### config.mk
export PLATFORM = sky130hd
export DESIGN_NAME = matmul_2x2_host_flat
export DESIGN_NICKNAME = d
export VERILOG_FILES = /design/src/rtl/matmul_2x2_host_if.sv /design/src/rtl/matmul_2x2_host.sv /design/src/flat_wrapper.sv
export SDC_FILE = /design/constraint.sdc
export NUM_CORES = 1
export LEC_CHECK = 0
export CAP_MARGIN = 20
export CORE_UTILIZATION = 45
export CTS_CLUSTER_SIZE = 24
export DETAILED_ROUTE_END_ITERATION = 6
export PLACE_DENSITY_LB_ADDON = 0.15
export SYNTH_ARGS = -nofsm -noshare
export SYNTH_HDL_FRONTEND = slang
export SYNTH_SLANG_ARGS = --single-unit
### constraint.sdc
create_clock -name clk -period 6.3 [get_ports clk]
set_clock_uncertainty 0.05 [all_clocks]
set_input_delay 1.575 -clock clk [delete_from_list [all_inputs] [get_ports clk]]
set_output_delay 1.575 -clock clk [all_outputs]
set_load 0.01 [all_outputs]
### src/rtl/matmul_2x2_host_if.sv
// Operand and result streams between the command/data fabric and the 2x2 matmul host.
// Latency: none, wires only.
// Backpressure: valid/ready on both streams; the master drives in_* and out_ready.
interface matmul_2x2_host_if;
  logic        in_valid;
  logic        in_ready;
  logic [15:0] in_data;
  logic        out_valid;
  logic        out_ready;
  logic [31:0] out_data;
  logic        out_last;

  // Fabric side: sources operands, sinks results
  modport master (
    output in_valid, in_data, out_ready,
    input  in_ready, out_valid, out_data, out_last
  );

  // Host side: sinks operands, sources results
  modport slave (
    input  in_valid, in_data, out_ready,
    output in_ready, out_valid, out_data, out_last
  );
endinterface

### src/rtl/matmul_2x2_host.sv
// Initiator front end for the 2x2 matmul core: load 8 operands, run start/busy/done, drain 4 results.
// Latency: first result valid 4 cycles after the 8th operand beat with the current core; 16-cycle min job period.
// Backpressure: in_ready only in LOAD; out_ready low stalls DRAIN with out_data/out_last held.
// Optional watchdog: define MM_HOST_TIMEOUT_EN to abort a job after TIMEOUT cycles in ISSUE+WAIT.
module matmul_2x2_host #(
  parameter int TIMEOUT = 64
) (
  input  logic               clk,
  input  logic               rst_n,
  matmul_2x2_host_if.slave   bus,
  output logic [15:0]        mm_a00,
  output logic [15:0]        mm_a01,
  output logic [15:0]        mm_a10,
  output logic [15:0]        mm_a11,
  output logic [15:0]        mm_b00,
  output logic [15:0]        mm_b01,
  output logic [15:0]        mm_b10,
  output logic [15:0]        mm_b11,
  output logic               mm_start,
  input  logic               mm_busy,
  input  logic               mm_done,
  input  logic [31:0]        mm_c00,
  input  logic [31:0]        mm_c01,
  input  logic [31:0]        mm_c10,
  input  logic [31:0]        mm_c11,
  output logic [15:0]        jobs_done,
  output logic               err_timeout
);

  typedef enum logic [1:0] {
    S_LOAD  = 2'd0,
    S_ISSUE = 2'd1,
    S_WAIT  = 2'd2,
    S_DRAIN = 2'd3
  } state_e;

  state_e      state_q, state_d;
  logic [2:0]  idx_q, idx_d;
  logic [15:0] opnd_q [8];
  logic [15:0] opnd_d [8];
  logic [31:0] res_q [4];
  logic [31:0] res_d [4];
  logic [1:0]  ptr_q, ptr_d;
  logic        start_q, start_d;
  logic        in_ready_q, in_ready_d;
  logic        out_valid_q, out_valid_d;
  logic [31:0] out_data_q, out_data_d;
  logic        out_last_q, out_last_d;
  logic [15:0] jobs_q, jobs_d;

`ifdef MM_HOST_TIMEOUT_EN
  logic [7:0]  tmo_q, tmo_d;
  logic        err_q, err_d;
`else
  logic [7:0]  unused_timeout;
  assign unused_timeout = 8'(TIMEOUT);
`endif

  // Next-state and next-output logic for the load/issue/wait/drain sequence
  always_comb begin
    state_d     = state_q;
    idx_d       = idx_q;
    opnd_d      = opnd_q;
    res_d       = res_q;
    ptr_d       = ptr_q;
    start_d     = start_q;
    out_valid_d = out_valid_q;
    out_data_d  = out_data_q;
    out_last_d  = out_last_q;
    jobs_d      = jobs_q;
`ifdef MM_HOST_TIMEOUT_EN
    tmo_d       = tmo_q;
    err_d       = err_q;
`endif

    case (state_q)
      S_LOAD: begin
        if (in_ready_q && bus.in_valid) begin
          opnd_d[idx_q] = bus.in_data;
          if (idx_q == 3'd7) begin
            idx_d   = 3'd0;
            start_d = 1'b1;
            state_d = S_ISSUE;
`ifdef MM_HOST_TIMEOUT_EN
            tmo_d   = 8'd0;
            err_d   = 1'b0;
`endif
          end else begin
            idx_d = idx_q + 3'd1;
          end
        end
      end

      // done is still high from the previous job here; only busy proves the core took start
      S_ISSUE: begin
        if (mm_busy) begin
          state_d = S_WAIT;
        end
      end

      S_WAIT: begin
        if (mm_done) begin
          res_d       = '{mm_c00, mm_c01, mm_c10, mm_c11};
          start_d     = 1'b0;
          jobs_d      = jobs_q + 16'd1;
          ptr_d       = 2'd0;
          out_valid_d = 1'b1;
          out_data_d  = mm_c00;
          out_last_d  = 1'b0;
          state_d     = S_DRAIN;
        end
      end

      S_DRAIN: begin
        if (bus.out_ready) begin
          if (ptr_q == 2'd3) begin
            ptr_d       = 2'd0;
            out_valid_d = 1'b0;
            out_last_d  = 1'b0;
            state_d     = S_LOAD;
          end else begin
            ptr_d      = ptr_q + 2'd1;
            out_data_d = res_q[ptr_d];
            out_last_d = (ptr_d == 2'd3);
          end
        end
      end

      default: state_d = S_LOAD;
    endcase

`ifdef MM_HOST_TIMEOUT_EN
    // A completion on the same cycle the watchdog would fire wins over the abort
    if (state_q == S_ISSUE || state_q == S_WAIT) begin
      tmo_d = tmo_q + 8'd1;
      if (tmo_d == 8'(TIMEOUT) && !(state_q == S_WAIT && mm_done)) begin
        state_d = S_LOAD;
        start_d = 1'b0;
        err_d   = 1'b1;
      end
    end
`endif

    // Registered so in_ready rises only the cycle after the final result handshake
    in_ready_d = (state_d == S_LOAD);
  end

  // State and output registers; reset drops mm_start and discards any partial load
  always_ff @(posedge clk or negedge rst_n) begin
    if (!rst_n) begin
      state_q     <= S_LOAD;
      idx_q       <= '0;
      opnd_q      <= '{default: '0};
      res_q       <= '{default: '0};
      ptr_q       <= '0;
      start_q     <= 1'b0;
      in_ready_q  <= 1'b0;
      out_valid_q <= 1'b0;
      out_data_q  <= '0;
      out_last_q  <= 1'b0;
      jobs_q      <= '0;
`ifdef MM_HOST_TIMEOUT_EN
      tmo_q       <= '0;
      err_q       <= 1'b0;
`endif
    end else begin
      state_q     <= state_d;
      idx_q       <= idx_d;
      opnd_q      <= opnd_d;
      res_q       <= res_d;
      ptr_q       <= ptr_d;
      start_q     <= start_d;
      in_ready_q  <= in_ready_d;
      out_valid_q <= out_valid_d;
      out_data_q  <= out_data_d;
      out_last_q  <= out_last_d;
      jobs_q      <= jobs_d;
`ifdef MM_HOST_TIMEOUT_EN
      tmo_q       <= tmo_d;
      err_q       <= err_d;
`endif
    end
  end

  assign mm_a00        = opnd_q[0];
  assign mm_a01        = opnd_q[1];
  assign mm_a10        = opnd_q[2];
  assign mm_a11        = opnd_q[3];
  assign mm_b00        = opnd_q[4];
  assign mm_b01        = opnd_q[5];
  assign mm_b10        = opnd_q[6];
  assign mm_b11        = opnd_q[7];
  assign mm_start      = start_q;
  assign bus.in_ready  = in_ready_q;
  assign bus.out_valid = out_valid_q;
  assign bus.out_data  = out_data_q;
  assign bus.out_last  = out_last_q;
  assign jobs_done     = jobs_q;
`ifdef MM_HOST_TIMEOUT_EN
  assign err_timeout   = err_q;
`else
  assign err_timeout   = 1'b0;
`endif

endmodule

### src/flat_wrapper.sv
// flat-port wrapper written by rule: the top's interface ports become plain ports
module matmul_2x2_host_flat 
#(
  parameter int TIMEOUT = 64
)
  (clk, rst_n, mm_a00, mm_a01, mm_a10, mm_a11, mm_b00, mm_b01, mm_b10, mm_b11, mm_start, mm_busy, mm_done, mm_c00, mm_c01, mm_c10, mm_c11, jobs_done, err_timeout, bus_in_valid, bus_in_data, bus_out_ready, bus_in_ready, bus_out_valid, bus_out_data, bus_out_last);
  matmul_2x2_host_if bus_i ();
  input  logic clk;
  input  logic rst_n;
  output logic [15:0] mm_a00;
  output logic [15:0] mm_a01;
  output logic [15:0] mm_a10;
  output logic [15:0] mm_a11;
  output logic [15:0] mm_b00;
  output logic [15:0] mm_b01;
  output logic [15:0] mm_b10;
  output logic [15:0] mm_b11;
  output logic mm_start;
  input  logic mm_busy;
  input  logic mm_done;
  input  logic [31:0] mm_c00;
  input  logic [31:0] mm_c01;
  input  logic [31:0] mm_c10;
  input  logic [31:0] mm_c11;
  output logic [15:0] jobs_done;
  output logic err_timeout;
  input wire logic [$bits(bus_i.in_valid)-1:0] bus_in_valid;
  input wire logic [$bits(bus_i.in_data)-1:0] bus_in_data;
  input wire logic [$bits(bus_i.out_ready)-1:0] bus_out_ready;
  output wire logic [$bits(bus_i.in_ready)-1:0] bus_in_ready;
  output wire logic [$bits(bus_i.out_valid)-1:0] bus_out_valid;
  output wire logic [$bits(bus_i.out_data)-1:0] bus_out_data;
  output wire logic [$bits(bus_i.out_last)-1:0] bus_out_last;
  assign bus_i.in_valid = bus_in_valid;
  assign bus_i.in_data = bus_in_data;
  assign bus_i.out_ready = bus_out_ready;
  assign bus_in_ready = bus_i.in_ready;
  assign bus_out_valid = bus_i.out_valid;
  assign bus_out_data = bus_i.out_data;
  assign bus_out_last = bus_i.out_last;
  matmul_2x2_host #(.TIMEOUT(TIMEOUT)) u_core (.clk(clk), .rst_n(rst_n), .bus(bus_i), .mm_a00(mm_a00), .mm_a01(mm_a01), .mm_a10(mm_a10), .mm_a11(mm_a11), .mm_b00(mm_b00), .mm_b01(mm_b01), .mm_b10(mm_b10), .mm_b11(mm_b11), .mm_start(mm_start), .mm_busy(mm_busy), .mm_done(mm_done), .mm_c00(mm_c00), .mm_c01(mm_c01), .mm_c10(mm_c10), .mm_c11(mm_c11), .jobs_done(jobs_done), .err_timeout(err_timeout));
endmodule
==> results.cfg <==
[clock_tree]
post_cts_buffers = 0
clock_sinks = 315
clock_latency_ns = 0.51
cts_tree = yes
clockBufferDepth = 3
cts_htree_levels = 2
cts.reportedPaths.clkPinSlew_ns = 0.06
cts_made_buffers = 36
ctsHoldBuffers = 0
ctsResizeCount = 0
cts-root-buf = clkbuf_16

[global_routing]
grtUsageTotal = 0.234
grt_pass1_wl_mm = 53.4
grt_pass1_vias = 9628
antenna_found_initial = 1
grt_max_degree = 139
grt_overflow = 0

[floorplanning]
start_util = 0.457
rows = 62
core_mm2 = 0.0286
ios = 331
fp.dieH_um = 172
dieArea_mm2 = 0.0297
die_x_um = 172

[final_layout]
largest_reg_flops = 128
layout-drive-gt1-share = 0.148
regMostFlops = u_core.res_q
syn2layout_area_growth_pct = 35.9
nNetsFinal = 1633
n_fill_cell = 2370
stdcell_count = 1888
final_common_cell = nand2_1
final_cell_mix = 431 x nand2_1, 328 x clkdlybuf4s50_1, 314 x dfrtp_1

[pwr]
ir_drop_mv = 0.227
pwr-share-seq = 0.392
static-leakage-power_nw = 8.29
p_comb_frac = 0.383
switching_share = 0.335
power_switching_mw = 2.99
clkPwrFrac = 0.225
power_density_mw_per_mm2 = 503
internal_power_mw = 5.95

[worst_setup_path]
reg2reg_setup_slack_ns = 2.54
cp_data_required_time_ns = 6.63
r2r-end = u_core.bus.out_data[6]
crit_family = flip-flops
path_buf_inv = 1
ff2ff_path_depth = 5
path_cells = inv_1 -> ha_1 -> nand2_1 -> a211oi_1 -> o31ai_1
rr_startpoint = u_core.ptr_q[0]
cpMaxStageDelayCell = dfrtp_4
startpoint_type = flop
cp.arrival_ns = 4.09
cp-end-kind = flop
path_max_fanout = 66
cpPeakStageDelay_ns = 1.08
critPathKind = flop to flop

[synth]
ys_warn_count = 0
synth-seq-cells = 315
syn_area_mm2 = 0.0131
yosysSeqAreaShare = 0.603
synth_edf_count = 0
avgSynthCellArea_um2 = 11.1
synth_nets = 1328
post_synth_num_cell_types = 43
synth_ff_type = dfrtp_1
async_reset_ff_frac = 1.00
synth_cells = 1173

[drt]
via_count = 9638
wl_per_cell_um = 18.1
routed_wl_mm = 34.2
final_antenna_net_count = 0
drtIter0Drc = 489
drtPass1Iterations = 4
avgViaCountPerCell = 5.10
drc = 0

[hold_path]
whs_endpoint = u_core.res_q[72]
min_path_type = flop to flop
hold_depth = 2
min-delay-start = u_core.res_q[72]

[timing]
drv_slew = 0
fin_crit_ns = 3.76
rsz0062_at_grt = no
setup_viol = 0
fmax_mhz = 266
tightest_slew_ns = 1.03
tns_ns = 0
slew-limit-headroom = 0.315
finalHoldViolCount = 0
finalCritPeriodShare = 0.596

[outcome]
status = completed

[placed_design]
port_buffers = 329
dpl.cell_count = 1824
dpl.hpwl_mm = 22.2
routabilityCongestion = 0.770

[job]
cap_violations = 0
-- worst register-to-register path: cells and delay by family, from the launching register on --
kind	cells	cell delay, ns
flops	1	1.08
fa+ha+maj	1	1.02
simple gates	1	0.75
compound gates	2	0.58
buf+inv	1	0.16
-- layer usage --
layer	wire length (um)	global-route usage	vias to the layer above	share of wire
met2	16000	0.379	289	0.47
met3	2520	0.0579	58	0.074
met4	778	0.0627	2	0.023
met1	14900	0.313	4765	0.43
met5	13	0	-	0.00038
li1	-	-	4524	-
-- synthesized netlist by cell type, drive strengths merged, types with 6 or more instances --
cell | count | area (um^2)
mux4 | 17 | 383
dfrtp | 315 | 7880
nor2b | 16 | 100
clkbuf | 51 | 191
nand4 | 6 | 37.5
o22ai | 15 | 93.8
o31ai | 15 | 113
buf | 18 | 104
mux2 | 145 | 1630
nand2 | 432 | 1620
nor2 | 26 | 100
a211oi | 15 | 113
nand3 | 6 | 40.0
xnor2 | 10 | 87.6
a21oi | 42 | 210
-- kinds of logic (layout without fill, tap and decap cells) --
kind of cell / after synthesis / count (layout) / synth area share
buffers and inverters: 72 / 402 / 0.0234
adders and majority gates: 5 / 5 / 0.00478
DFF: 315 / 315 / 0.603
xor gates and xnor gates: 15 / 15 / 0.0100
muxes: 162 / 162 / 0.154
AOI/OAI and AO/OA: 96 / 96 / 0.0451
and+or+nand+nor: 507 / 507 / 0.159
other: 1 / 2 / 0.000287
-- power by group through the flow --
stage          clock network, mW  logic, mW  registers, mW
2_1_floorplan                  0       1.73           3.56
3_3_place_gp                   0       3.39           3.51
3_5_place_dp                   0       3.46           3.53
4_1_cts                     2.06       3.48           3.51
5_1_grt                     2.14       3.77           3.64
6_report                    2.01       3.42           3.51
-- how the worst max path moves through the flow --
stage                               start                       to  slack (ns)  cells past startpoint
after global placement       bus_in_valid         u_core.mm_b00[0]        2.21                      5
after floorplan              bus_in_valid        u_core.mm_b00[10]        3.19                      7
after global routing      u_core.ptr_q[0]  u_core.bus.out_data[25]        2.24                      5
after detailed placement     bus_in_valid         u_core.mm_a10[1]        2.16                      5
after CTS                 u_core.ptr_q[0]   u_core.bus.out_data[8]        2.37                      5
final                     u_core.ptr_q[0]   u_core.bus.out_data[6]        2.54                      5
-- final cells by class --
cell class | count | area (um^2) | share of cell area
timing repair buffer | 336 | 3360 | 0.189
multi-input combinational | 786 | 4900 | 0.276
clock buffer | 54 | 1050 | 0.0590
clock inverter | 9 | 80.1 | 0.00450
inverter | 3 | 11.3 | 0.000633
antenna | 1 | 2.50 | 0.000141
sequential | 315 | 7890 | 0.444
tap | 384 | 480 | 0.0270
-- metrics by stage --
stage	hold slack [ns]	worst slack, ns	total power [mW]	cell area (um^2)	utilization
6_report	0.414	2.54	8.94	17800	0.621
5_1_grt	0.439	2.24	9.55	17800	0.621
4_1_cts	0.419	2.37	9.04	17800	0.621
3_5_place_dp	0.404	2.16	7.00	16600	0.582
3_3_place_gp	0.402	2.21	6.90	16600	0.582
2_1_floorplan	0.388	3.19	5.29	13100	-
Note: power is estimated with default switching activity, not from simulation.
